$ cat src/rtl/mem_port_arbiter_if.sv
// Bundle of the two requester ports (core C, loader L) and the data-RAM port.
// slave is the arbiter's view; master is the view of the requesters and the RAM.
interface mem_port_arbiter_if #(
  parameter int AW = 16,
  parameter int DW = 8
);
  logic          c_req;
  logic          c_we;
  logic [AW-1:0] c_addr;
  logic [DW-1:0] c_wdata;
  logic          c_lock;
  logic          c_gnt;
  logic          c_done;

  logic          l_req;
  logic          l_we;
  logic [AW-1:0] l_addr;
  logic [DW-1:0] l_wdata;
  logic          l_gnt;
  logic          l_done;

  logic [DW-1:0] rdata;
  logic          busy;

  logic          mem_en;
  logic          mem_we;
  logic [AW-1:0] mem_addr;
  logic [DW-1:0] mem_wdata;
  logic [DW-1:0] mem_rdata;

  modport slave (
    input  c_req, c_we, c_addr, c_wdata, c_lock,
    input  l_req, l_we, l_addr, l_wdata,
    input  mem_rdata,
    output c_gnt, c_done, l_gnt, l_done, rdata, busy,
    output mem_en, mem_we, mem_addr, mem_wdata
  );

  modport master (
    output c_req, c_we, c_addr, c_wdata, c_lock,
    output l_req, l_we, l_addr, l_wdata,
    output mem_rdata,
    input  c_gnt, c_done, l_gnt, l_done, rdata, busy,
    input  mem_en, mem_we, mem_addr, mem_wdata
  );
endinterface

$ cat src/rtl/mem_port_arbiter.sv
// Round-robin arbiter sharing the single-port data RAM between the core and the
// image loader, with a core lock and a fixed RAM read latency.
module mem_port_arbiter #(
  parameter int AW      = 16,
  parameter int DW      = 8,
  parameter int MEM_LAT = 1
) (
  input logic           clock,
  input logic           reset_n,
  mem_port_arbiter_if.slave bus
);
  localparam int CW = 3;

  typedef enum logic [1:0] {IDLE, ISSUE, WAIT, RESP} state_t;

  state_t        state, state_d;
  logic [CW-1:0] cnt, cnt_d;
  logic          arb, pick_c, pick_l, elig_l;

  logic          own_l, last_l, we_q;
  logic [AW-1:0] addr_q;
  logic [DW-1:0] wdata_q, rdata_q;
  logic          c_gnt_q, l_gnt_q, c_done_q, l_done_q, busy_q, mem_en_q;
  logic          c_gnt_d, l_gnt_d, c_done_d, l_done_d, busy_d, mem_en_d;

  always_ff @(posedge clock or negedge reset_n) begin
    if (!reset_n) begin
      state <= IDLE;
      cnt   <= '0;
    end else begin
      state <= state_d;
      cnt   <= cnt_d;
    end
  end

  // Winner selection: the lock removes the loader; on a tie the port not served last wins.
  always_comb begin
    arb     = (state == IDLE) || (state == RESP);
    elig_l  = bus.l_req && !bus.c_lock;
    pick_c  = arb && bus.c_req && (!elig_l || last_l);
    pick_l  = arb && elig_l && !pick_c;
    state_d = state;
    cnt_d   = cnt;
    case (state)
      IDLE, RESP: state_d = (pick_c || pick_l) ? ISSUE : IDLE;
      ISSUE: begin
        if (we_q || (MEM_LAT == 1)) begin
          state_d = RESP;
        end else begin
          state_d = WAIT;
          cnt_d   = CW'(MEM_LAT - 1);
        end
      end
      WAIT: begin
        cnt_d = cnt - CW'(1);
        if (cnt == CW'(1)) state_d = RESP;
      end
      default: state_d = IDLE;
    endcase
  end

  always_comb begin
    c_gnt_d  = pick_c;
    l_gnt_d  = pick_l;
    mem_en_d = (state_d == ISSUE);
    busy_d   = (state_d == ISSUE) || (state_d == WAIT);
    c_done_d = (state_d == RESP) && !own_l;
    l_done_d = (state_d == RESP) && own_l;
  end

  always_ff @(posedge clock or negedge reset_n) begin
    if (!reset_n) begin
      c_gnt_q  <= 1'b0;
      l_gnt_q  <= 1'b0;
      c_done_q <= 1'b0;
      l_done_q <= 1'b0;
      busy_q   <= 1'b0;
      mem_en_q <= 1'b0;
      own_l    <= 1'b0;
      last_l   <= 1'b1;
      we_q     <= 1'b0;
      addr_q   <= '0;
      wdata_q  <= '0;
      rdata_q  <= '0;
    end else begin
      c_gnt_q  <= c_gnt_d;
      l_gnt_q  <= l_gnt_d;
      c_done_q <= c_done_d;
      l_done_q <= l_done_d;
      busy_q   <= busy_d;
      mem_en_q <= mem_en_d;
      if (pick_c || pick_l) begin
        own_l   <= pick_l;
        last_l  <= pick_l;
        we_q    <= pick_l ? bus.l_we    : bus.c_we;
        addr_q  <= pick_l ? bus.l_addr  : bus.c_addr;
        wdata_q <= pick_l ? bus.l_wdata : bus.c_wdata;
      end
      // Read data is sampled on the edge into RESP and held until the next read.
      if ((state_d == RESP) && !we_q) rdata_q <= bus.mem_rdata;
    end
  end

  assign bus.c_gnt     = c_gnt_q;
  assign bus.l_gnt     = l_gnt_q;
  assign bus.c_done    = c_done_q;
  assign bus.l_done    = l_done_q;
  assign bus.busy      = busy_q;
  assign bus.mem_en    = mem_en_q;
  assign bus.mem_we    = we_q;
  assign bus.mem_addr  = addr_q;
  assign bus.mem_wdata = wdata_q;
  assign bus.rdata     = rdata_q;
endmodule

$ cat src/flat_wrapper.sv
// flat-port wrapper written by rule: the top's interface ports become plain ports
module mem_port_arbiter_flat 
#(
  parameter int AW      = 16,
  parameter int DW      = 8,
  parameter int MEM_LAT = 1
)
  (clock, reset_n, bus_c_req, bus_c_we, bus_c_addr, bus_c_wdata, bus_c_lock, bus_l_req, bus_l_we, bus_l_addr, bus_l_wdata, bus_mem_rdata, bus_c_gnt, bus_c_done, bus_l_gnt, bus_l_done, bus_rdata, bus_busy, bus_mem_en, bus_mem_we, bus_mem_addr, bus_mem_wdata);
  mem_port_arbiter_if #(.AW(AW), .DW(DW)) bus_i ();
  input logic clock;
  input logic reset_n;
  input wire logic [$bits(bus_i.c_req)-1:0] bus_c_req;
  input wire logic [$bits(bus_i.c_we)-1:0] bus_c_we;
  input wire logic [$bits(bus_i.c_addr)-1:0] bus_c_addr;
  input wire logic [$bits(bus_i.c_wdata)-1:0] bus_c_wdata;
  input wire logic [$bits(bus_i.c_lock)-1:0] bus_c_lock;
  input wire logic [$bits(bus_i.l_req)-1:0] bus_l_req;
  input wire logic [$bits(bus_i.l_we)-1:0] bus_l_we;
  input wire logic [$bits(bus_i.l_addr)-1:0] bus_l_addr;
  input wire logic [$bits(bus_i.l_wdata)-1:0] bus_l_wdata;
  input wire logic [$bits(bus_i.mem_rdata)-1:0] bus_mem_rdata;
  output wire logic [$bits(bus_i.c_gnt)-1:0] bus_c_gnt;
  output wire logic [$bits(bus_i.c_done)-1:0] bus_c_done;
  output wire logic [$bits(bus_i.l_gnt)-1:0] bus_l_gnt;
  output wire logic [$bits(bus_i.l_done)-1:0] bus_l_done;
  output wire logic [$bits(bus_i.rdata)-1:0] bus_rdata;
  output wire logic [$bits(bus_i.busy)-1:0] bus_busy;
  output wire logic [$bits(bus_i.mem_en)-1:0] bus_mem_en;
  output wire logic [$bits(bus_i.mem_we)-1:0] bus_mem_we;
  output wire logic [$bits(bus_i.mem_addr)-1:0] bus_mem_addr;
  output wire logic [$bits(bus_i.mem_wdata)-1:0] bus_mem_wdata;
  assign bus_i.c_req = bus_c_req;
  assign bus_i.c_we = bus_c_we;
  assign bus_i.c_addr = bus_c_addr;
  assign bus_i.c_wdata = bus_c_wdata;
  assign bus_i.c_lock = bus_c_lock;
  assign bus_i.l_req = bus_l_req;
  assign bus_i.l_we = bus_l_we;
  assign bus_i.l_addr = bus_l_addr;
  assign bus_i.l_wdata = bus_l_wdata;
  assign bus_i.mem_rdata = bus_mem_rdata;
  assign bus_c_gnt = bus_i.c_gnt;
  assign bus_c_done = bus_i.c_done;
  assign bus_l_gnt = bus_i.l_gnt;
  assign bus_l_done = bus_i.l_done;
  assign bus_rdata = bus_i.rdata;
  assign bus_busy = bus_i.busy;
  assign bus_mem_en = bus_i.mem_en;
  assign bus_mem_we = bus_i.mem_we;
  assign bus_mem_addr = bus_i.mem_addr;
  assign bus_mem_wdata = bus_i.mem_wdata;
  mem_port_arbiter #(.AW(AW), .DW(DW), .MEM_LAT(MEM_LAT)) u_core (.clock(clock), .reset_n(reset_n), .bus(bus_i));
endmodule
$ cat config.mk
export PLATFORM = sky130hd
export DESIGN_NAME = mem_port_arbiter_flat
export DESIGN_NICKNAME = d
export VERILOG_FILES = /design/src/rtl/mem_port_arbiter_if.sv /design/src/rtl/mem_port_arbiter.sv /design/src/flat_wrapper.sv
export SDC_FILE = /design/constraint.sdc
export NUM_CORES = 1
export LEC_CHECK = 0
export ABC_AREA = 1
export BUFFER_PORTS_ARGS = -buffer_cell sky130_fd_sc_hd__buf_2
export CORE_UTILIZATION = 41
export DETAILED_ROUTE_END_ITERATION = 10
export GPL_TIMING_DRIVEN = 0
export HOLD_SLACK_MARGIN = 0.12
export PLACE_DENSITY = 0.75
export SLEW_MARGIN = 20
export SYNTH_ARGS = -nofsm -noshare
export SYNTH_HDL_FRONTEND = slang
export SYNTH_SLANG_ARGS = --single-unit
$ cat constraint.sdc
create_clock -name clock -period 2.35 [get_ports clock]
set_clock_uncertainty 0.15 [all_clocks]
set_input_delay 0.3525 -clock clock [delete_from_list [all_inputs] [get_ports clock]]
set_output_delay 0.3525 -clock clock [all_outputs]
set_load 0.1 [all_outputs]
# Word level (Yosys, flattened, before mapping)
# Cells that the tools add are included.
[op_classes]
reduce_logical = 19
eq_ne = 7
addsub = 1
muxes = 6
[op_table]
columns = ["cell", "n"]
rows = [
  ["$mux W16", 1],
  ["$eq A2 B2 Y1 const B", 4],
  ["$logic_and A1 B1 Y1", 8],
  ["$mux W8", 1],
  ["$pmux W2 S3", 1],
  ["$logic_not A1 Y1", 5],
  ["$eq A2 B1 Y1 const B", 2],
  ["$logic_or A1 B1 Y1", 4],
  ["$eq A3 B1 Y1 const B", 1],
  ["$sub A3 B1 Y3 const B", 1],
  ["$logic_not A2 Y1", 1],
  ["$mux W1", 2],
  ["$mux W2", 1],
  ["$reduce_or A2 Y1", 1],
]
[totals]
out_inout_bits = 39
wordCells = 47
regBits = 46

# Longest topological paths before layout
[logic_depth]
word_depth = 12
ltp_mapped = 15
ltp_nobuf = 13

# Worst setup path before layout
# OpenSTA, ideal clock, no wires.
[synth_path]
path_type = "reg-to-reg"
startpoint = "reg u_core.state[0]"
endpoint = "reg u_core.rdata_q[1], in the netlist u_core.bus.rdata[1]"
n_path_buf = 3
arrival_time_ns = 1.979
synth_period_minus_slack_ns = 2.250
stages_incl_launch_ff = 15
slack_ns = 0.100
path_cell_list = "dfrtp_1 > inv_1 > ha_1 > nand3_1 > nand2_1 > inv_2 > buf_4 > nand2_1 > ha_1 > inv_1 > or2_1 > buf_6 > buf_12 > nand2_2 > o21ai_2"
[synth_between]
elab_chain_len = 11
[synth_rtl]
columns = ["item", "line_no", "text"]
rows = [
  ["start: declaration", "mem_port_arbiter.sv:16", "state_t state, state_d;"],
  ["start signal: assignment", "mem_port_arbiter.sv:31", "state <= state_d;"],
  ["$eq A2 B2 Y1 / $logic_not A2 Y1 (equally long branches)", "mem_port_arbiter.sv:38, mem_port_arbiter.sv:44", ""],
  ["$logic_or A1 B1 Y1", "mem_port_arbiter.sv:38", "arb = (state == IDLE) || (state == RESP);"],
  ["$logic_and A1 B1 Y1 (2 in a row)", "mem_port_arbiter.sv:40", "pick_c = arb && bus.c_req && (!elig_l || last_l);"],
  ["$logic_not A1 Y1", "mem_port_arbiter.sv:41", "pick_l = arb && elig_l && !pick_c;"],
  ["$logic_and A1 B1 Y1", "mem_port_arbiter.sv:41", ""],
  ["$logic_or A1 B1 Y1", "mem_port_arbiter.sv:45", "IDLE, RESP: state_d = (pick_c || pick_l) ? ISSUE : IDLE;"],
  ["$mux W1", "mem_port_arbiter.sv:45", ""],
  ["$pmux W2 S3 *", "mem_port_arbiter.sv:44", "case (state)"],
  ["net u_core.state_d[0]", "mem_port_arbiter.sv:16", ""],
  ["$eq A2 B2 Y1 *", "mem_port_arbiter.sv:100", "if ((state_d == RESP) && !we_q) rdata_q <= bus.mem_rdata;"],
  ["$logic_and A1 B1 Y1 *", "mem_port_arbiter.sv:100", ""],
  ["end signal: assignment", "mem_port_arbiter.sv:100", ""],
  ["end: declaration", "mem_port_arbiter.sv:22", "logic [DW-1:0] wdata_q, rdata_q;"],
]
# The timed path passes the listed nets; every way through them passes the cells marked *.
# A chain may end at the register's enable or synchronous reset.

# Final worst setup path
# Same ends and word-level chain as after synthesis.

==> impl_metrics.env <==
export IMPL_r2r_end="u_core.bus.rdata[1]$_DFFE_PN0P_"
export IMPL_grt_pass1_vias=1808
export IMPL_area_delta_synth_final_pct=39.63
export IMPL_critical_path_startpoint="u_core.state[0]$_DFF_PN0_"
export IMPL_critPathMaxFanout=18
export IMPL_dr_total_vias=1921
export IMPL_maxCapViolations=0
export IMPL_dieHeight_um=73.13
export IMPL_cts_reportedPaths_clkPinSlew_ns=0.08
export IMPL_clock_sinks=46
export IMPL_clockBufferDepth=2
export IMPL_synthTopCellsByArea="dfrtp_1 54%, nand3_1 13%, nand2_1 12%, inv_1 4.2%, ha_1 3.6%"
export IMPL_start_kind="flip-flop"
export IMPL_max_freq_ghz=0.4499
export IMPL_nFillCells=440
export IMPL_rows=25
export IMPL_async_reset_ff_frac=1.000
export IMPL_cp_arrival_ns=2.25
export IMPL_wl_per_cell_um=11.78
export IMPL_io_pin_count=102
export IMPL_nNetsFinal=416
export IMPL_yosys_area_top_type="dfrtp_1"
export IMPL_grt_max_degree=47
export IMPL_drt_total_wl_um=4887
export IMPL_first_pass_iters=4
export IMPL_ys_flop_type="dfrtp_1"
export IMPL_drt_iter0_markers=76
export IMPL_multi_input_area_sq_um=752.0
export IMPL_ff2ff_path_depth=13
export IMPL_post_synth_top_count_cell="nand2_1"
export IMPL_worstReg2RegStart="u_core.state[0]$_DFF_PN0_"
export IMPL_drtAntennaViolNets=0
export IMPL_synth_top_area_share=0.5428
export IMPL_cts_tree="yes"
export IMPL_r2r_slack_ns=0.13
export IMPL_detailed_place_hpwl_um=3410
export IMPL_finalSetupViolations=0
export IMPL_dieWidth_um=73.13
export IMPL_tightest_slew_ns=0.5683
export IMPL_crit_end="u_core.bus.rdata[1]$_DFFE_PN0P_"
export IMPL_yosys_top_cells_count="67 x nand2_1, 52 x nand3_1, 45 x dfrtp_1, 23 x inv_1, 8 x o21ai_2"
export IMPL_clk_insertion_delay_late_ns=0.29
export IMPL_use_met1=0.2498
export IMPL_antenna_found_initial=0
export IMPL_gp_congestion=0.7219
export IMPL_synth_edf_count=0
export IMPL_use_met3=0.06077
export IMPL_slew_violations=0
export IMPL_ys_seq_area_frac=0.5555
export IMPL_netlist_instances=227
export IMPL_n_antenna_cell=0
export IMPL_grt_use_total=0.1961
export IMPL_die_area_sq_um=5348
export IMPL_cts_root_buf="clkbuf_8"
export IMPL_endpoint_kind="flip-flop"
export IMPL_regArea_sq_um=1152
export IMPL_grt_busiest_layer="met2"
export IMPL_viasPerCell=4.629
export IMPL_cp_required_ns=2.38
export IMPL_ys_types=20
export IMPL_criticalPathCategory="flip-flop to flip-flop"
export IMPL_avgSynthCellArea_sq_um=9.139
export IMPL_h_tree_depth=2
export IMPL_grt_use_met2=0.3210
export IMPL_min_period_ns=2.223
export IMPL_synth_nets=296
export IMPL_netlist_area_sq_um=2074
export IMPL_outcome="finished, final reports clean"
export IMPL_coreArea_sq_um=4786
export IMPL_hold_viol=0
export IMPL_yosys_warnings=0
export IMPL_final_core_util=0.6052
export IMPL_port_buffers=101
export IMPL_maxSlewHeadroom=0.6211
export IMPL_start_util=0.4335
export IMPL_synth_seq_cells=46
export IMPL_grt_pass1_wl_um=7969
export IMPL_worstHoldPathType="primary input to flip-flop"
export IMPL_cts_made_buffers=5
export IMPL_period_share=0.9459
export IMPL_overflow=0
export IMPL_drc_errors=0
export IMPL_drive_above_1_share=0.3879
## cell type report
type | instances | area share
flip-flops and latches | 46 | 0.3978
multi-input cells | 144 | 0.2596
repair buffers | 114 | 0.2203
inverters | 27 | 0.03672
plain buffers | 9 | 0.02894
well taps | 67 | 0.02894
clock buffers | 8 | 0.02765
## cell usage in the layout, fill, tap and decap left out, types with 3 or more instances in the layout
cell type / netlist / layout
clkbuf_8: 0 / 5
nand3_1: 52 / 52
buf_4: 3 / 3
nand2_2: 2 / 3
buf_6: 3 / 3
dfrtp_1: 45 / 45
o21ai_2: 8 / 8
dlygate4sd3_1: 0 / 13
inv_1: 23 / 23
nand2_1: 67 / 65
buf_2: 3 / 103
clkbuf_1: 0 / 3
ha_1: 6 / 4
## worst min-delay path by stage
stage | startpoint | to | slack, ns | cells past startpoint
floorplan | reset_n | u_core.bus.busy$_DFF_PN0_ | -0.09 | 0
global placement | u_core.own_l$_DFFE_PN0P_ | u_core.bus.c_done$_DFF_PN0_ | 0.29 | 1
detailed placement | u_core.own_l$_DFFE_PN0P_ | u_core.bus.c_done$_DFF_PN0_ | 0.30 | 1
CTS | bus_c_addr[4] | u_core.bus.mem_addr[4]$_DFFE_PN0P_ | 0.12 | 3
global route | bus_c_addr[9] | u_core.bus.mem_addr[9]$_DFFE_PN0P_ | 0.13 | 3
finish | bus_c_addr[0] | u_core.bus.mem_addr[0]$_DFFE_PN0P_ | 0.13 | 3
## metal layers
metal  vias up  routed length (um)  share of wire
met5         -                   0              0
met4         0                  23         0.0047
met3         2                 313          0.064
met2        75                2389           0.49
met1       888                2161           0.44
li1        956                   -              -
## repair_timing
action,4_1_cts,5_1_grt
hold buffers,13,0
setup buffers,0,0
gates resized for setup,2,5
endpoints found under the setup margin,8,8
hold endpoints to repair,45,0
pin swaps,0,0
## cells by family (layout without fill, tap and decap cells)
family | count (synthesis) | in the layout | synth area share
simple gates | 125 | 125 | 0.2648
flops | 46 | 46 | 0.5555
buf+inv | 37 | 158 | 0.09409
compound gates | 11 | 11 | 0.04101
fa+ha+maj | 6 | 6 | 0.03619
xor+xnor | 2 | 2 | 0.008445
## state kept, by name, summed over array words and instances (netlist names), 2 cells and up
| signal | cells |
|---|---|
| u_core.bus.mem_addr | 16 |
| u_core.bus.mem_wdata | 8 |
| u_core.bus.rdata | 8 |
| u_core.cnt | 3 |
| u_core.state | 2 |
## per-stage QoR
step | instances | setup TNS, ns | worst slack, ns | area [sq um] | hold slack, ns
2_1_floorplan | 227 | 0 | 0.1000 | 2074 | -0.09309
3_3_place_gp | 395 | -0.3344 | -0.06912 | 2664 | 0.2921
3_5_place_dp | 395 | -0.6562 | -0.1071 | 2664 | 0.2952
4_1_cts | 415 | 0 | 0.02563 | 2882 | 0.1206
5_1_grt | 415 | -0.01792 | -0.009286 | 2897 | 0.1296
6_report | 415 | 0 | 0.1271 | 2897 | 0.1323
## critical path: stages (launching register included)
cell	delay, ns
dfrtp_1	0.35
inv_1	0.08
ha_4	0.28
nand3_1	0.13
nand2_2	0.11
inv_4	0.09
nand2_4	0.10
ha_2	0.18
inv_1	0.05
or2_1	0.21
buf_6	0.14
buf_12	0.14
nand2_2	0.05
o21ai_2	0.04
Power is left out: the tool's default activity adds up to more than one toggle a clock period on the data nets, which glitch-free logic cannot reach.
